===== src/rtl/spart_fifo.sv =====
// spart_fifo: UART with TX/RX character FIFOs behind a 4-register bus (DBUF, SREG, DBL, DBH).
// Optional build macro SPART_LOOPBACK_EN feeds the receiver from the internal txd line.

module spart_fifo_buf #(
  parameter int WIDTH = 8,
  parameter int DEPTH = 8
) (
  input  logic             clk,
  input  logic             rst,
  input  logic             push,
  input  logic             pop,
  input  logic [WIDTH-1:0] din,
  output logic [WIDTH-1:0] dout,
  output logic [3:0]       count,
  output logic             full,
  output logic             empty
);
  localparam int PW = (DEPTH > 1) ? $clog2(DEPTH) : 1;

  logic [WIDTH-1:0] mem [DEPTH];
  logic [PW-1:0]    wptr;
  logic [PW-1:0]    rptr;

  assign dout  = mem[rptr];
  assign full  = (count == 4'(DEPTH));
  assign empty = (count == 4'd0);

  // push/pop arrive already qualified against full/empty by the owner
  always_ff @(posedge clk) begin
    if (push) mem[wptr] <= din;
  end

  always_ff @(posedge clk or posedge rst) begin
    if (rst) begin
      wptr  <= '0;
      rptr  <= '0;
      count <= 4'd0;
    end else begin
      if (push) wptr <= (wptr == PW'(DEPTH - 1)) ? '0 : wptr + 1'b1;
      if (pop)  rptr <= (rptr == PW'(DEPTH - 1)) ? '0 : rptr + 1'b1;
      case ({push, pop})
        2'b10:   count <= count + 4'd1;
        2'b01:   count <= count - 4'd1;
        default: count <= count;
      endcase
    end
  end
endmodule

// state    | meaning (shared encoding for the TX and RX framers)
// ST_IDLE  | line idle, waiting for a character (TX) or a falling edge (RX)
// ST_START | start bit period (RX: half period, then start re-check)
// ST_DATA  | DATA_W data bits, LSB first
// ST_STOP  | stop bit period (RX: stop sample decides push or discard)
module spart_fifo #(
  parameter int          DATA_W     = 8,
  parameter int          FIFO_DEPTH = 8,
  parameter logic [15:0] DIV_RESET  = 16'd325
) (
  input  logic       clk,
  input  logic       rst,
  input  logic       wr_en,
  input  logic       rd_en,
  input  logic [1:0] ioaddr,
  input  logic [7:0] wdata,
  output logic [7:0] rdata,
  output logic       txd,
  input  logic       rxd
);
  typedef enum logic [1:0] {ST_IDLE, ST_START, ST_DATA, ST_STOP} frame_state_t;

  localparam logic [1:0] A_DBUF = 2'b00;
  localparam logic [1:0] A_SREG = 2'b01;
  localparam logic [1:0] A_DBL  = 2'b10;
  localparam logic [1:0] A_DBH  = 2'b11;

  logic        bus_wr;
  logic        bus_rd;
  logic [15:0] divisor;

  logic              tx_push, tx_pop, tx_full, tx_empty;
  logic [DATA_W-1:0] tx_head;
  logic [3:0]        tx_count;
  logic              rx_push, rx_pop, rx_full, rx_empty;
  logic [DATA_W-1:0] rx_head;
  logic [3:0]        rx_count;
  logic [3:0]        tx_free;

  // simultaneous strobes are treated as no access at all
  assign bus_wr = wr_en & ~rd_en;
  assign bus_rd = rd_en & ~wr_en;

  assign tx_push = bus_wr & (ioaddr == A_DBUF) & ~tx_full;
  assign rx_pop  = bus_rd & (ioaddr == A_DBUF) & ~rx_empty;
  assign tx_free = 4'(FIFO_DEPTH) - tx_count;

  always_ff @(posedge clk or posedge rst) begin
    if (rst) begin
      divisor <= DIV_RESET;
    end else if (bus_wr && ioaddr == A_DBL) begin
      divisor[7:0] <= wdata;
    end else if (bus_wr && ioaddr == A_DBH) begin
      divisor[15:8] <= wdata;
    end
  end

  always_ff @(posedge clk or posedge rst) begin
    if (rst) begin
      rdata <= 8'h00;
    end else if (bus_rd) begin
      unique case (ioaddr)
        A_DBUF: rdata <= rx_empty ? 8'h00 : 8'(rx_head);
        A_SREG: rdata <= {tx_free, rx_count};
        A_DBL:  rdata <= divisor[7:0];
        A_DBH:  rdata <= divisor[15:8];
      endcase
    end
  end

  spart_fifo_buf #(.WIDTH(DATA_W), .DEPTH(FIFO_DEPTH)) u_tx_fifo (
    .clk   (clk),
    .rst   (rst),
    .push  (tx_push),
    .pop   (tx_pop),
    .din   (wdata[DATA_W-1:0]),
    .dout  (tx_head),
    .count (tx_count),
    .full  (tx_full),
    .empty (tx_empty)
  );

  // ---------------- transmitter ----------------
  frame_state_t      tx_state, tx_state_nxt;
  logic [15:0]       tx_timer, tx_timer_nxt;
  logic [15:0]       tx_div, tx_div_nxt;
  logic [DATA_W-1:0] tx_shift, tx_shift_nxt;
  logic [3:0]        tx_bit, tx_bit_nxt;
  logic              txd_nxt;
  logic              tx_tc;
  logic              tx_load;

  assign tx_tc = (tx_timer == 16'd0);
  // a new frame starts from idle, or straight out of a finished stop bit
  assign tx_load = ~tx_empty &
                   ((tx_state == ST_IDLE) || (tx_state == ST_STOP && tx_tc));
  assign tx_pop = tx_load;

  always_ff @(posedge clk or posedge rst) begin
    if (rst) begin
      tx_state <= ST_IDLE;
      tx_timer <= 16'd0;
      tx_div   <= 16'd0;
      tx_shift <= '0;
      tx_bit   <= 4'd0;
      txd      <= 1'b1;
    end else begin
      tx_state <= tx_state_nxt;
      tx_timer <= tx_timer_nxt;
      tx_div   <= tx_div_nxt;
      tx_shift <= tx_shift_nxt;
      tx_bit   <= tx_bit_nxt;
      txd      <= txd_nxt;
    end
  end

  always_comb begin
    tx_state_nxt = tx_state;
    tx_timer_nxt = tx_timer;
    tx_div_nxt   = tx_div;
    tx_shift_nxt = tx_shift;
    tx_bit_nxt   = tx_bit;
    txd_nxt      = 1'b1;
    if (tx_load) begin
      tx_state_nxt = ST_START;
      tx_div_nxt   = divisor;
      tx_timer_nxt = divisor;
      tx_shift_nxt = tx_head;
    end else begin
      case (tx_state)
        ST_IDLE: tx_state_nxt = ST_IDLE;
        ST_START: begin
          if (tx_tc) begin
            tx_state_nxt = ST_DATA;
            tx_timer_nxt = tx_div;
            tx_bit_nxt   = 4'd0;
          end else begin
            tx_timer_nxt = tx_timer - 16'd1;
          end
        end
        ST_DATA: begin
          if (tx_tc) begin
            tx_shift_nxt = tx_shift >> 1;
            tx_timer_nxt = tx_div;
            if (tx_bit == 4'(DATA_W - 1)) tx_state_nxt = ST_STOP;
            else                          tx_bit_nxt   = tx_bit + 4'd1;
          end else begin
            tx_timer_nxt = tx_timer - 16'd1;
          end
        end
        ST_STOP: begin
          if (tx_tc) tx_state_nxt = ST_IDLE;
          else       tx_timer_nxt = tx_timer - 16'd1;
        end
      endcase
    end
    case (tx_state_nxt)
      ST_START: txd_nxt = 1'b0;
      ST_DATA:  txd_nxt = tx_shift_nxt[0];
      default:  txd_nxt = 1'b1;
    endcase
  end

  // ---------------- receiver ----------------
  logic rx_src;
`ifdef SPART_LOOPBACK_EN
  assign rx_src = txd;
`else
  assign rx_src = rxd;
`endif

  logic rx_sync1, rx_s, rx_prev;

  always_ff @(posedge clk or posedge rst) begin
    if (rst) begin
      rx_sync1 <= 1'b1;
      rx_s     <= 1'b1;
      rx_prev  <= 1'b1;
    end else begin
      rx_sync1 <= rx_src;
      rx_s     <= rx_sync1;
      rx_prev  <= rx_s;
    end
  end

  frame_state_t      rx_state, rx_state_nxt;
  logic [15:0]       rx_timer, rx_timer_nxt;
  logic [15:0]       rx_div, rx_div_nxt;
  logic [DATA_W-1:0] rx_shift, rx_shift_nxt;
  logic [3:0]        rx_bit, rx_bit_nxt;
  logic              rx_done;
  logic              rx_tc;

  assign rx_tc = (rx_timer == 16'd0);
  // a full FIFO still accepts when the bus pops in the same cycle
  assign rx_push = rx_done & (~rx_full | rx_pop);

  always_ff @(posedge clk or posedge rst) begin
    if (rst) begin
      rx_state <= ST_IDLE;
      rx_timer <= 16'd0;
      rx_div   <= 16'd0;
      rx_shift <= '0;
      rx_bit   <= 4'd0;
    end else begin
      rx_state <= rx_state_nxt;
      rx_timer <= rx_timer_nxt;
      rx_div   <= rx_div_nxt;
      rx_shift <= rx_shift_nxt;
      rx_bit   <= rx_bit_nxt;
    end
  end

  always_comb begin
    rx_state_nxt = rx_state;
    rx_timer_nxt = rx_timer;
    rx_div_nxt   = rx_div;
    rx_shift_nxt = rx_shift;
    rx_bit_nxt   = rx_bit;
    rx_done      = 1'b0;
    case (rx_state)
      ST_IDLE: begin
        if (rx_prev && !rx_s) begin
          rx_state_nxt = ST_START;
          rx_div_nxt   = divisor;
          rx_timer_nxt = {1'b0, divisor[15:1]};
        end
      end
      ST_START: begin
        if (rx_tc) begin
          if (rx_s) begin
            rx_state_nxt = ST_IDLE;
          end else begin
            rx_state_nxt = ST_DATA;
            rx_timer_nxt = rx_div;
            rx_bit_nxt   = 4'd0;
          end
        end else begin
          rx_timer_nxt = rx_timer - 16'd1;
        end
      end
      ST_DATA: begin
        if (rx_tc) begin
          rx_shift_nxt = {rx_s, rx_shift[DATA_W-1:1]};
          rx_timer_nxt = rx_div;
          if (rx_bit == 4'(DATA_W - 1)) rx_state_nxt = ST_STOP;
          else                          rx_bit_nxt   = rx_bit + 4'd1;
        end else begin
          rx_timer_nxt = rx_timer - 16'd1;
        end
      end
      ST_STOP: begin
        if (rx_tc) begin
          rx_state_nxt = ST_IDLE;
          rx_done      = rx_s;
        end else begin
          rx_timer_nxt = rx_timer - 16'd1;
        end
      end
    endcase
  end

  spart_fifo_buf #(.WIDTH(DATA_W), .DEPTH(FIFO_DEPTH)) u_rx_fifo (
    .clk   (clk),
    .rst   (rst),
    .push  (rx_push),
    .pop   (rx_pop),
    .din   (rx_shift),
    .dout  (rx_head),
    .count (rx_count),
    .full  (rx_full),
    .empty (rx_empty)
  );
endmodule


===== config.mk =====
export PLATFORM = sky130hd
export DESIGN_NAME = spart_fifo
export DESIGN_NICKNAME = d
export VERILOG_FILES = /design/src/rtl/spart_fifo.sv
export SDC_FILE = /design/constraint.sdc
export NUM_CORES = 1
export LEC_CHECK = 0
export ABC_AREA = 1
export CORE_ASPECT_RATIO = 0.6
export CORE_MARGIN = 2
export CORE_UTILIZATION = 50
export DETAILED_ROUTE_END_ITERATION = 16
export PLACE_DENSITY = 0.67
export SLEW_MARGIN = 40
export SYNTH_ARGS = -nofsm -noshare
export SYNTH_HDL_FRONTEND = slang
export SYNTH_SLANG_ARGS = --single-unit

===== constraint.sdc =====
create_clock -name clk -period 6.8 [get_ports clk]
set_input_delay 1.36 -clock clk [delete_from_list [all_inputs] [get_ports clk]]
set_output_delay 1.36 -clock clk [all_outputs]
set_load 0.05 [all_outputs]

==> implementation parameters, run 1 <==
Parameter                              Value

Die
  Starting Density    50.7%
  Area of the placeable core    25200 um2
  # rows    45
  Die Footprint    roughly 27000 um2
  Chip Height    128 um
  Horizontal die dimension    210 um
  Boundary pin count    24

STA
  Setup repair after global routing missed its margin    no
  Max-slew violations    0
  Slew HR    52.6%
  Upper clock frequency limit    290 MHz
  Actual transition at the worst max-transition pin    0.710 ns
  Final hold viol count    0
  Final setup violating endpoints    0
  Min cycle time layout    about 3.4 ns
  Clk_skew    between 0.015 and 0.02 ns
  Post-route fraction of the period consumed by the critical path    between 50% and 60%
  Final Hold Slack    0.361 ns
  Setup TNS after final layout    0 ns

Synthesis
  Top post-synthesis cells by area    sky130_fd_sc_hd__edfxtp_1 30%, sky130_fd_sc_hd__dfrtp_1 26%, sky130_fd_sc_hd__nand2_1 9.0%
  Number of cells produced by synthesis    about 1400
  Number of enable flip-flop cells after synthesis    approximately 130
  Post-Syn Nets    1440
  Top cell type's share of synthesized area    30.1%
  Synthesized flop and latch total    268
  Count of unique library cells instantiated by Yosys    between 40 and 50
  Most common library cells after synthesis    307 x sky130_fd_sc_hd__nand2_1, 204 x sky130_fd_sc_hd__nor2_1, 141 x sky130_fd_sc_hd__o21ai_0
  Top cell type by total area after synthesis    sky130_fd_sc_hd__edfxtp_1
  Total number of yosys warnings    0
  Count leader, synth    sky130_fd_sc_hd__nand2_1
  Async S/R FF share, synth    52.2%
  Top flip-flop cell by instance count after synthesis    sky130_fd_sc_hd__dfrtp_1
  Area of the mapped netlist    12800 um2
  Avg Synthesized Cell Area    9.15 um2
  Sequential element share of the synthesized area    about 58%

Setup path
  Max incr delay on CP    between 0.4 and 0.5 ns
  Worst flop-to-flop path startpoint    rx_timer[0]
  Crit path arrival time    just under 4 ns
  Register-to-register setup slack    around 3.7 ns
  Dominant delay contributor by cell family on the critical path    buffers and inverters
  Worst endpoint required time    7.23 ns
  Length in cells of the worst reg-to-reg path    14
  Highest-delay cell along the critical path    sky130_fd_sc_hd__clkdlybuf4s50_1
  Count of buffering cells on the critical path with inverters included    4
  Crit end category    register
  Critical path cell sequence    clkdlybuf4s50_1 > inv_1 > nor2_1 > buf_4 > nand2_1 > nand3_1 > and2_1 > inv_1 > ha_1 > xor2_1 > ha_1 > a21oi_1 > xnor2_1 > o21ai_0
  Maximum fanout count along the critical path    16
  Capture point of the worst reg-to-reg path    u_rx_fifo.count[2]
  Startpoint kind of the worst setup timing path    input pin
  Class of the most critical setup path    input pin to register

Global route
  Met1 track demand over resource    slightly above 40%
  Global-route track usage on met3    approximately 6.7%
  Initial antenna violation count    0
  Most Crowded Layer GR    met1
  Global router's overall resource usage    24.4%
  GR Util met2    30.5%
  Global-route wire length before repair    between 50000 and 60000 um
  Largest net degree at the start of global routing    100
  Via count of the first global-routing pass    8972
  Total overflow reported by the global router    0

Cells and area
  Layout fillers    2196
  Antenna diode count    0
  Nets@finish    ~1500
  Layout area overhead    10.9%
  Layout cells sized above 1    6.59%

Power and ir drop
  Peak ir drop on the vdd network    0.000225 V
  Cell leakage power    0.00613 uW
  Power per Cell Area    ~430 nW/um2

Placed design
  Estimated wirelength of the detail-placed design    22400 um
  Final weighted congestion in routability-driven placement    approximately 0.93
  Port buffer count    23

Clock tree
  Clock transition at the register clock pins on the worst setup and hold paths after CTS    0.06 ns
  Clock tree from TritonCTS    built
  Number of CTS-inserted buffers    26
  Post_cts resized    0
  Hold_buf cts    0
  Library cell used as clock root buffer    sky130_fd_sc_hd__clkbuf_16
  Setup repair bufs after CTS    0
  Maximum level of the CTS H-tree    1
  Count of clock tree sinks    268
  Clock network latency to the later pin of the worst-skew pair    0.56 ns
  Maximum clock insertion buffer count    3

Min path
  HP Start    rx_sync1
  Hold Crit Class    register to register
  Number of stages on the worst hold path    0
  Terminating pin of the worst hold path    rx_s

Flow run
  Count of maximum capacitance violations    0

Detailed routing
  Vias    9776
  DRT Pass-1 Iters    5
  Antenna-violating nets left    0
  Detailed-route wire length per cell    18.1 um
  Via density per instance    between 5 and 6
  Drc violations    0
  Detailed-route wire length    31800 um
  Initial detailed-routing violation count    1402

Status
  Outcome    finished, final reports clean
==> cell type report <==
| class | count | area (um2) | area share (%) |
|---|---|---|---|
| Sequential cell | 268 | 7360 | 52.0 |
| Tap cell | 329 | 412 | 2.91 |
| Clock buffer | 37 | 712 | 5.03 |
| Clock inverter | 11 | 168 | 1.19 |
| Timing Repair Buffer | 30 | 283 | 2.00 |
| Multi-Input combinational cell | 960 | 4760 | 33.6 |
| Inverter | 121 | 462 | 3.26 |
==> metal layers <==
layer | share of wire (%) | routed length (um)
met5 | 0 | 0
met4 | 1.1 | 338
met3 | 11 | 3550
met2 | 37 | 11800
met1 | 51 | 16100
==> flip-flops by register name (all words and copies together) (netlist names), 4 cells and up, named ones only <==
register / count
u_tx_fifo.count: 4
divisor: 16
tx_div: 16
tx_shift: 8
rx_bit: 4
tx_timer: 16
rx_div: 16
u_rx_fifo.mem: 64
rx_shift: 8
tx_bit: 4
u_tx_fifo.mem: 64
u_rx_fifo.count: 4
rdata: 8
rx_timer: 16
==> worst reg2reg max path: stages (launching register included) <==
cell	delay (ns)
sky130_fd_sc_hd__dfrtp_1	0.38
sky130_fd_sc_hd__inv_1	0.19
sky130_fd_sc_hd__ha_1	0.23
sky130_fd_sc_hd__inv_1	0.05
sky130_fd_sc_hd__nor2_1	0.13
sky130_fd_sc_hd__nand3_1	0.22
sky130_fd_sc_hd__nor3_1	0.30
sky130_fd_sc_hd__and2_1	0.37
sky130_fd_sc_hd__inv_1	0.12
sky130_fd_sc_hd__ha_1	0.27
sky130_fd_sc_hd__xor2_1	0.18
sky130_fd_sc_hd__ha_1	0.19
sky130_fd_sc_hd__a21oi_1	0.15
sky130_fd_sc_hd__xnor2_1	0.13
sky130_fd_sc_hd__o21ai_0	0.08
==> worst max-delay path by stage <==
stage	from	to	slack (ns)	depth (start not counted)
finish	rd_en	u_rx_fifo.count[2]	3.35	14
global route	rd_en	u_rx_fifo.count[3]	3.20	15
CTS	rd_en	u_rx_fifo.count[2]	3.37	14
detailed placement	rd_en	u_rx_fifo.count[2]	2.78	14
global placement	wr_en	u_tx_fifo.mem[2][1]	2.76	6
floorplan	rst	asynchronous set/reset pin	1.70	1
==> cells in the final DEF (no fill, tap or decap), types with 2 or more instances in the layout <==
master / instances
sky130_fd_sc_hd__a31oi_1: 7
sky130_fd_sc_hd__nor2_2: 5
sky130_fd_sc_hd__ha_1: 30
sky130_fd_sc_hd__a21oi_1: 32
sky130_fd_sc_hd__nand2_2: 8
sky130_fd_sc_hd__clkbuf_16: 26
sky130_fd_sc_hd__nor2_1: 204
sky130_fd_sc_hd__nor3_1: 10
sky130_fd_sc_hd__xnor2_1: 9
sky130_fd_sc_hd__clkinv_2: 4
sky130_fd_sc_hd__o21ai_0: 141
sky130_fd_sc_hd__o211ai_1: 27
sky130_fd_sc_hd__clkdlybuf4s50_1: 23
sky130_fd_sc_hd__mux2_2: 5
sky130_fd_sc_hd__nand3_2: 2
sky130_fd_sc_hd__xor2_1: 16
sky130_fd_sc_hd__clkinv_1: 6
sky130_fd_sc_hd__edfxtp_1: 128
sky130_fd_sc_hd__dfrtp_1: 132
sky130_fd_sc_hd__nor3_2: 4
sky130_fd_sc_hd__o221ai_1: 3
sky130_fd_sc_hd__a32o_1: 2
sky130_fd_sc_hd__o31ai_1: 2
sky130_fd_sc_hd__nand3_1: 101
sky130_fd_sc_hd__a221oi_1: 4
sky130_fd_sc_hd__clkbuf_8: 2
sky130_fd_sc_hd__bufinv_16: 3
sky130_fd_sc_hd__dfstp_2: 8
sky130_fd_sc_hd__clkbuf_1: 9
sky130_fd_sc_hd__or2_2: 11
sky130_fd_sc_hd__nand2_1: 306
sky130_fd_sc_hd__inv_2: 3
sky130_fd_sc_hd__nand4_1: 17
sky130_fd_sc_hd__buf_4: 7
sky130_fd_sc_hd__inv_1: 112
sky130_fd_sc_hd__o22ai_1: 4
==> logic make-up (layout without fill, tap and decap cells) <==
group | Yosys count | after routing | share of synthesized area (%)
muxes | 5 | 5 | 0.441
and+or+nand+nor | 674 | 674 | 22.0
xor gates and xnor gates | 25 | 25 | 1.72
DFF | 268 | 268 | 57.6
adders and majority gates | 30 | 30 | 2.94
buffers and inverters | 167 | 199 | 5.36
AOI/OAI and AO/OA | 226 | 226 | 9.92
==> power breakdown <==
part	total, uW	internal (uW)	switching, uW	leakage, uW
registers	2280	2000	276	0.00304
clock network	1490	853	638	0.000423
logic	2360	745	1610	0.00267
==> through the flow <==
stage               area, um2  cells  setup WS (ns)  total power (uW)  utilization (%)
floorplan               12800   1395           1.70              3970                -
global placement        13200   1708           2.76              4560             52.6
detailed placement      13300   1708           2.78              4600             52.7
CTS                     14100   1756           3.37              6100             56.2
global route            14100   1756           3.20              6550             56.2
finish                  14100   1756           3.35              6120             56.2
(Power assumes the default switching activity.)
==> run 2, diff against run 1 <==
- clock period: 6.8 -> 3.2 ns (I/O delays scaled with it)
==> implementation parameters, run 2 (synthesis results as in run 1) <==
Parameter                              Value

Die
  Die Footprint    26900 um2 (unchanged)
  Horizontal die dimension    210 um (unchanged)
  Chip Height    128 um (unchanged)
  Boundary pin count    24 (unchanged)
  Starting Density    50.7% (unchanged)
  Area of the placeable core    25200 um2 (unchanged)
  # rows    45 (unchanged)

Global route
  Global-route track usage on met3    4.83% (-1.9 points)
  Via count of the first global-routing pass    9012 (+0.45%)
  Initial antenna violation count    0 (unchanged)
  Most Crowded Layer GR    met1
  Largest net degree at the start of global routing    81 (-19%)
  Met1 track demand over resource    41.1% (-0.26 points)
  Global-route wire length before repair    50300 um (-0.63%)
  GR Util met2    30.3% (-0.16 points)
  Global router's overall resource usage    23.9% (-0.54 points)
  Total overflow reported by the global router    0 (unchanged)

Clock tree
  Maximum clock insertion buffer count    3 (unchanged)
  Number of CTS-inserted buffers    25 (-3.8%)
  Clock network latency to the later pin of the worst-skew pair    0.55 ns (about the same)
  Post_cts resized    0 (unchanged)
  Setup repair bufs after CTS    0 (unchanged)
  Library cell used as clock root buffer    sky130_fd_sc_hd__clkbuf_16
  Clock transition at the register clock pins on the worst setup and hold paths after CTS    0.07 ns (about the same)
  Count of clock tree sinks    268 (unchanged)
  Hold_buf cts    0 (unchanged)
  Clock tree from TritonCTS    built
  Maximum level of the CTS H-tree    1 (unchanged)

Detailed routing
  Drc violations    0 (unchanged)
  Via density per instance    5.54 (-0.55%)
  Detailed-route wire length    31400 um (-1.2%)
  Detailed-route wire length per cell    17.6 um (-2.9%)
  Vias    9888 (+1.1%)
  Antenna-violating nets left    0 (unchanged)
  DRT Pass-1 Iters    5 (unchanged)
  Initial detailed-routing violation count    1150 (-18%)

Placed design
  Cell Count Post-Placement    1740 (+1.9%)
  Final weighted congestion in routability-driven placement    0.922 (-0.45%)
  Area after DPL    13500 um2 (+1.7%)
  Estimated wirelength of the detail-placed design    22300 um (-0.26%)
  Port buffer count    23 (unchanged)

Cells and area
  Layout cells sized above 1    8.24% (+1.6 points)
  Fin area    14400 um2 (+2.1%)
  Top library cells by usage in the layout, fill and taps aside    307 x sky130_fd_sc_hd__nand2_1, 204 x sky130_fd_sc_hd__nor2_1, 141 x sky130_fd_sc_hd__o21ai_0
  Antenna diode count    0 (unchanged)
  Layout area overhead    13.2%
  Final cell count without fillers    1786 (+1.7%)
  Top Registers    u_rx_fifo.mem x64, u_tx_fifo.mem x64
  Nets@finish    1483 (+2.1%)
  Share of the core filled with cells in the final layout    57.4% (+1.2 points)
  Leading cell type in the layout, fill and taps excluded    sky130_fd_sc_hd__nand2_1

STA
  Setup TNS after final layout    0 ns (unchanged)
  Final Hold Slack    0.357 ns (-0.00392 ns)
  Setup repair after global routing missed its margin    no
  Min cycle time layout    2.85 ns
  Clk_skew    0.0257 ns (+0.0101 ns)
  Upper clock frequency limit    351 MHz
  Post-route fraction of the period consumed by the critical path    between 80% and 90%
  Final hold viol count    0 (unchanged)
  Actual transition at the worst max-transition pin    0.761 ns (+0.0506 ns)
  Final setup violating endpoints    0 (unchanged)
  Slew HR    49.0% (-3.7 points)
  Max-slew violations    0 (unchanged)

Setup path
  Most common cell on crit path    sky130_fd_sc_hd__nor2_1
  Count of buffering cells on the critical path with inverters included    2 (-2)
  Class of the most critical setup path    register to register
  Critical path cell sequence    nor2_1 > nand2_1 > nor2_1 > nand3_1 > nor3_1 > buf_4 > and2_1 > inv_1 > ha_1 > xnor2_1 > nor2_1 > a21oi_1 > o21ai_0 > xnor2_1
  Worst endpoint required time    3.61 ns (-3.62 ns)
  Startpoint kind of the worst setup timing path    register
  Max incr delay on CP    0.43 ns (-0.04 ns)
  Crit end category    register
  Dominant delay contributor by cell family on the critical path    simple AND/OR/NAND/NOR gates
  Maximum fanout count along the critical path    5 (-11)
  Highest-delay cell along the critical path    sky130_fd_sc_hd__dfrtp_1
  Crit path arrival time    3.26 ns (-0.62 ns)

Power and ir drop
  Peak ir drop on the vdd network    0.000517 V (+130%)
  Cell leakage power    0.00633 uW (+3.3%)
  Power per Cell Area    920 nW/um2 (+110%)

Flow run
  Count of maximum capacitance violations    0 (unchanged)

Min path
  Hold Crit Class    register to register

Status
  Outcome    finished, final reports clean
## run 2: cell count changes in the layout (fill, tap and decap cells not counted), sizes merged
cell,delta
clkbuf,-6
buf,+32
bufinv,+5
inv,-1
## run 2: through the flow
stage / total power [uW] / worst slack (ns)
floorplan: 8430 / 0.714
global placement: 9680 / 0.308
detailed placement: 9760 / 0.230
CTS: 13200 / 0.395
global route: 14200 / 0.0399
finish: 13300 / 0.350
## run 2: worst paths after layout
kind	start	end	slack, ns	cells past startpoint
min reg2reg	rx_sync1	rx_s	0.36	0
max	rx_timer[12]	u_rx_fifo.count[3]	0.35	14
max reg2reg	rx_timer[12]	u_rx_fifo.count[3]	0.35	14
min in group asynchronous	rst	tx_div[1]	0.40	2
min	rx_sync1	rx_s	0.36	0
max in group asynchronous	rst	divisor[6]	2.09	3
## run 2: layout make-up
type,instances,area [um2]
Tap cell,329,412
Timing Repair Buffer,62,536
Multi-Input combinational cell,960,4730
Sequential cell,268,7360
Clock inverter,15,287
Inverter,121,458
Clock buffer,31,668
Fill cell,2127,10700
## run 2: where the power goes
part	internal, uW	leakage, uW	switching (uW)	total (uW)
Combinational	1630	0.00283	3370	5000
Sequential	4250	0.00304	588	4840
Clock	2140	0.000466	1320	3450
Total	8010	0.00633	5280	13300
## run 2: worst reg2reg max path, stage by stage, from the launching register on
cell,delay [ns]
sky130_fd_sc_hd__dfrtp_1,0.43
sky130_fd_sc_hd__nor2_1,0.27
sky130_fd_sc_hd__nand2_1,0.08
sky130_fd_sc_hd__nor2_1,0.16
sky130_fd_sc_hd__nand3_1,0.20
sky130_fd_sc_hd__nor3_1,0.21
sky130_fd_sc_hd__buf_4,0.17
sky130_fd_sc_hd__and2_1,0.15
sky130_fd_sc_hd__inv_1,0.07
sky130_fd_sc_hd__ha_1,0.24
sky130_fd_sc_hd__xnor2_1,0.25
sky130_fd_sc_hd__nor2_1,0.11
sky130_fd_sc_hd__a21oi_1,0.13
sky130_fd_sc_hd__o21ai_0,0.12
sky130_fd_sc_hd__xnor2_1,0.14
## run 2: per-layer routing
metal / vias up / routed length (um)
met3: 28 / 2940
met1: 4716 / 16300
met2: 385 / 11800
li1: 4759 / -
met5: - / 0
met4: 0 / 357
==> run 3, diff against run 2 <==
- ABC_CLOCK_PERIOD_IN_PS: unset -> 3200
- CAP_MARGIN: unset -> 20
==> results of run 3 <==
Same layout as run 2: the final DEF is identical, and so are final timing and power.
